`config.mk`:
```
export PLATFORM = sky130hd
export DESIGN_NAME = dk3_audio_out
export DESIGN_NICKNAME = d
export VERILOG_FILES = /design/src/rtl/dk3_audio_out.sv
export SDC_FILE = /design/constraint.sdc
export NUM_CORES = 1
export LEC_CHECK = 0
export ABC_AREA = 0
export CORE_ASPECT_RATIO = 0.7
export CORE_UTILIZATION = 55
export DETAILED_ROUTE_END_ITERATION = 12
export GPL_ROUTABILITY_DRIVEN = 0
export PLACE_DENSITY = 0.84
export SETUP_SLACK_MARGIN = 0.3
export SLEW_MARGIN = 20
export SYNTH_ARGS = -nofsm -noshare
export SYNTH_HDL_FRONTEND = slang
export SYNTH_SLANG_ARGS = --single-unit
```
`constraint.sdc`:
```
create_clock -name clk_sys -period 7.8 [get_ports clk_sys]
set_input_delay 1.56 -clock clk_sys [delete_from_list [all_inputs] [get_ports clk_sys]]
set_output_delay 1.56 -clock clk_sys [all_outputs]
set_load 0.02 [all_outputs]
```
`src/rtl/dk3_audio_out.sv`:
```
// Audio post-stage: timed mute after reset, linear fade-in and fade-out, and 2-bit master attenuation.
// Left and right carry the same signal. Output is one registered cycle behind sample_in/gain.
module dk3_audio_out #(
  parameter int unsigned MUTE_CYCLES = 2097151,
  parameter int unsigned RAMP_DIV    = 256,
  parameter int unsigned CNT_W       = 21
) (
  input  logic               clk_sys,
  input  logic               reset,
  input  logic               mute_req,
  input  logic [1:0]         vol,
  input  logic signed [15:0] sample_in,
  output logic signed [15:0] audio_l,
  output logic signed [15:0] audio_r,
  output logic [8:0]         gain,
  output logic               muted
);

  localparam int unsigned      DIV_W    = (RAMP_DIV > 1) ? $clog2(RAMP_DIV) : 1;
  localparam logic [DIV_W-1:0] DIV_LAST = DIV_W'(RAMP_DIV - 1);
  localparam logic [CNT_W-1:0] CNT_LOAD = CNT_W'(MUTE_CYCLES);
  localparam logic [8:0]       GAIN_MAX = 9'd256;

  typedef enum logic [1:0] {
    S_MUTE,
    S_RAMP,
    S_RUN,
    S_FALL
  } state_e;

  state_e             state_q, state_d;
  logic [CNT_W-1:0]   cnt_q, cnt_d;
  logic [DIV_W-1:0]   div_q, div_d;
  logic [8:0]         gain_q, gain_d;
  logic signed [15:0] audio_q;
  logic               muted_q;

  logic               div_hit;
  logic signed [24:0] prod;
  logic signed [15:0] scaled;
  logic signed [15:0] atten;

  assign div_hit = (div_q == DIV_LAST);

  // NOTE: every variable written here gets a default first, so no path can leave one unassigned and infer a latch.
  always_comb begin
    state_d = state_q;
    cnt_d   = cnt_q;
    div_d   = div_q;
    gain_d  = gain_q;

    case (state_q)
      S_MUTE: begin
        gain_d = '0;
        if (mute_req) begin
          cnt_d = CNT_LOAD;
        end else if (cnt_q == '0) begin
          state_d = S_RAMP;
          div_d   = '0;
        end else begin
          cnt_d = cnt_q - 1'b1;
        end
      end

      S_RAMP: begin
        if (mute_req) begin
          state_d = S_FALL;
          div_d   = '0;
        end else if (div_hit) begin
          div_d  = '0;
          gain_d = gain_q + 1'b1;
          if (gain_q == GAIN_MAX - 1'b1) begin
            state_d = S_RUN;
          end
        end else begin
          div_d = div_q + 1'b1;
        end
      end

      S_RUN: begin
        gain_d = GAIN_MAX;
        if (mute_req) begin
          state_d = S_FALL;
          div_d   = '0;
        end
      end

      S_FALL: begin
        // A fall requested at gain 0 (mute on the first RAMP cycle) must not wrap below zero.
        if (gain_q == '0) begin
          state_d = S_MUTE;
          cnt_d   = CNT_LOAD;
        end else if (div_hit) begin
          div_d  = '0;
          gain_d = gain_q - 1'b1;
          if (gain_q == 9'd1) begin
            state_d = S_MUTE;
            cnt_d   = CNT_LOAD;
          end
        end else begin
          div_d = div_q + 1'b1;
        end
      end

      default: begin
        state_d = S_MUTE;
        cnt_d   = CNT_LOAD;
        div_d   = '0;
        gain_d  = '0;
      end
    endcase
  end

  // NOTE: state registers use non-blocking assignments so all flops update together from pre-edge values.
  always_ff @(posedge clk_sys) begin
    if (reset) begin
      state_q <= S_MUTE;
      cnt_q   <= CNT_LOAD;
      div_q   <= '0;
      gain_q  <= '0;
    end else begin
      state_q <= state_d;
      cnt_q   <= cnt_d;
      div_q   <= div_d;
      gain_q  <= gain_d;
    end
  end

  // Gain is at most 256, so after the >>> 8 the magnitude never exceeds the input's and 16 bits suffice.
  assign prod   = sample_in * $signed({1'b0, gain_q});
  assign scaled = 16'(prod >>> 8);
  assign atten  = scaled >>> vol;

  always_ff @(posedge clk_sys) begin
    if (reset) begin
      audio_q <= '0;
      muted_q <= 1'b1;
    end else begin
      audio_q <= atten;
      muted_q <= (gain_q == '0);
    end
  end

  assign audio_l = audio_q;
  assign audio_r = audio_q;
  assign gain    = gain_q;
  assign muted   = muted_q;

endmodule

```
==> results of run 1 <==
[cell families (layout without fill, tap and decap cells)]
kind of cell	Yosys count	in the layout	share of synthesized area [%]
simple gates	342	342	21.0
buf+inv	212	239	10.6
fa+ha+maj	175	175	37.5
compound gates	140	140	11.6
flops	57	57	14.0
xor+xnor	38	38	4.09
mux	10	10	1.25
[worst paths after layout]
path              cells past startpoint     endpoint  slack [ps]
hold reg to reg                       2    cnt_q[20]         480
setup reg to reg                     20  audio_l[10]        1480
hold / removal                        2    cnt_q[20]         480
setup / recovery                     21  audio_l[10]         600
[registers in the layout, indices dropped and copies added (netlist names)]
register,cells
muted,1
cnt_q,21
state_q,2
audio_l,16
gain,9
div_q,8
[repair_timing]
action                                 in CTS  in global routing
endpoints found under the hold margin       0                  0
setup buffers                               0                  3
gates resized for setup                     0                  4
setup endpoints to repair                   0                 13
[metal layers]
layer  up-vias  GRT usage [%]
li1       3162              -
met1      3196           35.5
met2       205           42.0
met3        22           4.54
met4         0           5.08
met5         -              0
[area by class of cell]
| type | instances | area share (%) |
|---|---|---|
| multi-input cells | 705 | 67.5 |
| flip-flops and latches | 57 | 12.5 |
| well taps | 190 | 2.61 |
| inverters | 147 | 6.05 |
| clock buffers | 10 | 2.62 |
| clock inverters | 6 | 0.741 |
| repair buffers | 76 | 7.99 |
[cell usage in the layout (no fill, tap or decap), drive strengths merged, types with 18 or more instances in the layout]
master / n
inv: 146
and2: 70
xnor2: 24
o21ai: 26
nor2: 54
nand2: 117
nand3: 18
nor3: 23
ha: 61
dfxtp: 57
fa: 114
clkdlybuf4s50: 61
a21oi: 33
[power by group through the flow]
| stage | registers [uW] | clock network, uW | logic [uW] |
|---|---|---|---|
| 2_1_floorplan | 323 | 0 | 193 |
| 3_3_place_gp | 319 | 0 | 264 |
| 3_5_place_dp | 319 | 0 | 269 |
| 4_1_cts | 313 | 400 | 271 |
| 5_1_grt | 315 | 416 | 305 |
| 6_report | 313 | 396 | 275 |
[metrics by stage]
step	power (uW)	worst slack [ps]
after CTS	984	432
after global placement	582	291
after floorplan	516	865
after detailed placement	588	151
final	985	597
after global routing	1040	302
[critical path: cells and delay by family]
family	cells	cell delay [ps]
AND/OR/NAND/NOR	3	460
multiplexers	1	130
XOR/XNOR	1	230
buffers and inverters	5	1010
AO/OA/AOI/OAI	5	1070
adder cells (fa/ha/maj)	6	2980
==> flow_summary.json, run 1 <==
{
  "wirelength_mm": 18.0,
  "ant_nets": 0,
  "dieArea_mm2": 0.0153,
  "crit_path_max_incr_delay_ps": 650,
  "viasPerCell": 5.53,
  "drt-wirelength-per-cell_um": 15.2,
  "yosys-top-cells-area": "fa_1 (28%), dfxtp_1 (14%), ha_1 (9.4%)",
  "synthCells": 974,
  "min_from": "cnt_q[20]",
  "grt_overflow": 0,
  "rows": 36,
  "hold_violations": 0,
  "seqPwrFrac_pct": 31.8,
  "cts_made_buffers": 9,
  "synthFlopType": "dfxtp_1",
  "cp_max_fo": 9,
  "worstMarginPinSlew_ps": 961,
  "cp-start-kind": "primary input",
  "design.core.area_mm2": 0.0142,
  "required_ps": 8050,
  "peakVddDrop_v": 0.0000870,
  "pin_count": 63,
  "die_x_um": 147,
  "crit_type": "primary input to register",
  "grt_max_degree": 42,
  "tns_ps": 0,
  "setup_viol_count_final": 0,
  "die_h_um": 104,
  "ff_latch_area_mm2": 0.00114,
  "syn2layout_area_growth_pct": 12.1,
  "initial_core_util_pct": 57.3,
  "synth_edf_count": 0,
  "grt_setup_unrepaired": "false",
  "async_flop_share_pct": 0,
  "cts_sinks": 57,
  "maxCapViolCount": 0,
  "drive_gt1_share_pct": 4.50,
  "skew_ps": 5.12,
  "holdWs_ps": 479,
  "fin_util_pct": 64.2,
  "period_share_pct": 92.3,
  "slew_headroom_pct": 35.9,
  "final_area_mm2": 0.00911,
  "h-tree-depth": 3,
  "multi_input_area_mm2": 0.00615,
  "dpl_cell_area_mm2": 0.00876,
  "period_needed_ps": 7200,
  "postCtsHoldBufs": 0,
  "dpl.hpwl_mm": 14.4,
  "synth_common_cells": "inv_1 (146), nand2_1 (117), fa_1 (114)",
  "stdcell_count": 1191,
  "p_per_area_mw_per_mm2": 108,
  "num_vias": 6585,
  "clkLatencyLatePin_ps": 330,
  "end_kind": "register",
  "cts_tree": "yes",
  "power.share.clock_pct": 40.2,
  "synth_top_area_share_pct": 28.1,
  "synth_fp_nets": 1170,
  "p_leak_uw": 0.00443,
  "syn_area_per_cell_um2": 8.35,
  "switching_share_pct": 33.0,
  "syn_area_mm2": 0.00813,
  "switching_power_uw": 325,
  "grt_pass1_vias": 6575,
  "antenna_found_initial": 0,
  "outcome": "completed",
  "ys_seq_area_share_pct": 14.0,
  "hp-class": "register to register",
  "routed.top_layer": "met4",
  "cts_buffer_depth": 2,
  "path_clk_slew_ps": 50,
  "share_comb_of_total_power_pct": 28.0,
  "fillers": 1194,
  "grtUsageTotal_pct": 25.6,
  "crit_arrival_ps": 7450,
  "grt_first_pass_wirelength_mm": 31.7,
  "p_int_uw": 660,
  "dr.pass1.iters": 5,
  "fmaxAchievable_mhz": 139,
  "critPathSlowestCell": "clkdlybuf4s50_1",
  "ys_ff_latch": 57,
  "met1Wirelength_mm": 8.12,
  "crit_path_cell_trace": "clkdlybuf4s50_1 -> nand2_1 -> fa_1 -> fa_1 -> inv_1 -> fa_1 -> fa_1 -> inv_1 -> fa_1 -> inv_1 -> ha_1 -> and3_1 -> o211ai_1 -> o221a_2 -> o211ai_1 -> buf_4 -> o21a_1 -> xor2_1 -> mux2i_1 -> nor2b_1 -> a211oi_1",
  "yosysWarnings": 0,
  "portBuffers": 62,
  "drv_slew": 0,
  "synth.distinct_cells": 64,
  "cp-startpoint": "sample_in[3]",
  "antenna_cells": 0,
  "dr_wl_met2_mm": 8.61,
  "root_buffer": "clkbuf_16",
  "synth_most_common_cell": "inv_1",
  "drtIter0Drc": 405,
  "r2r_start": "gain[6]",
  "nNetsFinal": 1192,
  "crit_path_frequent_cell": "fa_1",
  "dr_wl_met3_mm": 1.06,
  "remaining_drc_errors": 0,
  "yosysTopAreaCell": "fa_1",
  "placedCellCount": 1172
}
(Power assumes the default switching activity.)
==> inputs of run 2 (changes only) <==
==> constraint.sdc (replaced) <==
create_clock -name clk_sys -period 7.8 [get_ports clk_sys]
set_input_delay 0.78 -clock clk_sys [delete_from_list [all_inputs] [get_ports clk_sys]]
set_output_delay 0.78 -clock clk_sys [all_outputs]
set_load 0.02 [all_outputs]
==> flow_summary.json, run 2 (same netlist as run 1, synthesis figures left out) <==
{
  "period_needed_ps": 6890,
  "drt-wirelength-per-cell_um": 15.4,
  "post_cts_buffers": 0,
  "cts_made_buffers": 9,
  "maxCapViolCount": 0,
  "rows": 36,
  "root_buffer": "clkbuf_16",
  "die_h_um": 104,
  "postCtsHoldBufs": 0,
  "switching_share_pct": 31.3,
  "crit_arrival_ps": 7090,
  "hp-class": "register to register",
  "wirelength_mm": 18.2,
  "cts_resized": 0,
  "antenna_found_initial": 0,
  "die_x_um": 147,
  "switching_power_uw": 318,
  "path_clk_slew_ps": 50,
  "nNetsFinal": 1185,
  "end_kind": "register",
  "top_register": "cnt_q",
  "dr.pass1.iters": 5,
  "drtIter0Drc": 565,
  "slew_headroom_pct": 35.7,
  "share_comb_of_total_power_pct": 27.1,
  "cts_sinks": 57,
  "required_ps": 8000,
  "period_share_pct": 88.3,
  "remaining_drc_errors": 0,
  "seqPwrFrac_pct": 30.5,
  "initial_core_util_pct": 57.3,
  "p_per_area_mw_per_mm2": 112,
  "num_vias": 6639,
  "power.share.clock_pct": 42.3,
  "outcome": "completed",
  "pin_count": 63,
  "dieArea_mm2": 0.0153,
  "setup_viol_count_final": 0,
  "p_leak_uw": 0.00442,
  "crit_path_max_incr_delay_ps": 660,
  "drv_slew": 0,
  "grt_max_degree": 42,
  "h-tree-depth": 3,
  "fmaxAchievable_mhz": 145,
  "worstMarginPinSlew_ps": 963,
  "grt_first_pass_wirelength_mm": 32.6,
  "ant_nets": 0,
  "skew_ps": 5.45,
  "grt_pass1_vias": 6762,
  "peakVddDrop_v": 0.000117,
  "hold_violations": 0,
  "cp_max_fo": 9,
  "crit_type": "primary input to register",
  "layout_commonest_cell": "inv_1",
  "design.core.area_mm2": 0.0142,
  "grt_overflow": 0,
  "p_total_uw": 1020,
  "layout_common_cells": "inv_1 (146), nand2_1 (117), fa_1 (114)",
  "cts_buffer_depth": 2,
  "grt_setup_unrepaired": "false",
  "syn2layout_area_growth_pct": 11.5,
  "grtUsageTotal_pct": 26.3,
  "cts_tree": "yes",
  "portBuffers": 62,
  "drive_gt1_share_pct": 3.52,
  "dpl.hpwl_mm": 14.1,
  "viasPerCell": 5.61,
  "critPathSlowestCell": "clkdlybuf4s50_1",
  "p_int_uw": 698,
  "antenna_cells": 0,
  "fillers": 1200,
  "largest_reg_flops": 21,
  "cp-start-kind": "primary input",
  "tns_ps": 0,
  "clkLatencyLatePin_ps": 330,
  "crit_path_cell_trace": "clkdlybuf4s50_1 -> nand2_1 -> fa_1 -> inv_1 -> fa_1 -> inv_1 -> fa_1 -> inv_1 -> fa_1 -> inv_1 -> fa_1 -> inv_1 -> ha_1 -> and3_1 -> o211ai_1 -> o221a_2 -> o211ai_1 -> o211ai_1 -> o21ai_1 -> a21oi_1 -> xnor2_1 -> o22ai_1"
}
==> run 2: critical path: cells and delay by family <==
kind | cells | cell delay [ps]
simple gates | 2 | 320
buf+inv | 6 | 950
fa+ha+maj | 6 | 2990
compound gates | 7 | 1780
xor+xnor | 1 | 280
==> run 2: final cells by class <==
type                            count  area (um^2)  share of cell area [%]
Multi-Input combinational cell    705         6130                    67.6
Sequential cell                    57         1140                    12.6
Timing Repair Buffer               69          673                    7.42
Inverter                          147          552                    6.09
Clock buffer                       11          253                    2.79
Tap cell                          190          238                    2.62
Clock inverter                      5         77.6                   0.856
==> run 2: path summary, 6_finish.rpt <==
| path | start | to | slack [ps] | depth (start not counted) |
|---|---|---|---|---|
| setup / recovery | sample_in[5] | audio_l[13] | 910 | 22 |
| hold / removal | cnt_q[20] | cnt_q[20] | 480 | 2 |
| setup reg to reg | gain[3] | audio_l[14] | 1220 | 20 |
| hold reg to reg | cnt_q[20] | cnt_q[20] | 480 | 2 |
==> run 2: power by group through the flow <==
stage	Clock, uW	Sequential, uW	Combinational, uW
final	430	310	276
after global routing	452	311	307
after CTS	434	310	272
after detailed placement	0	316	270
after global placement	0	315	264
after floorplan	0	323	193
==> run 2: per-layer routing <==
metal	share of wire (%)	global-route usage [%]	routed length (um)	vias to the layer above
met3	6.3	5.55	1160	34
li1	-	-	-	3162
met2	45	41.4	8250	232
met1	46	36.8	8410	3211
met5	0	0	0	-
met4	2.2	6.55	394	0
==> run 2: through the flow <==
stage	worst slack, ps	std cells	utilization [%]	hold WS [ps]	instance area (um^2)
3_5_place_dp	651	1168	61.5	467	8730
5_1_grt	508	1184	63.9	507	9070
3_3_place_gp	838	1168	61.5	450	8730
6_report	911	1184	63.9	476	9070
2_1_floorplan	1550	974	-	440	8130
4_1_cts	953	1184	63.9	477	9060
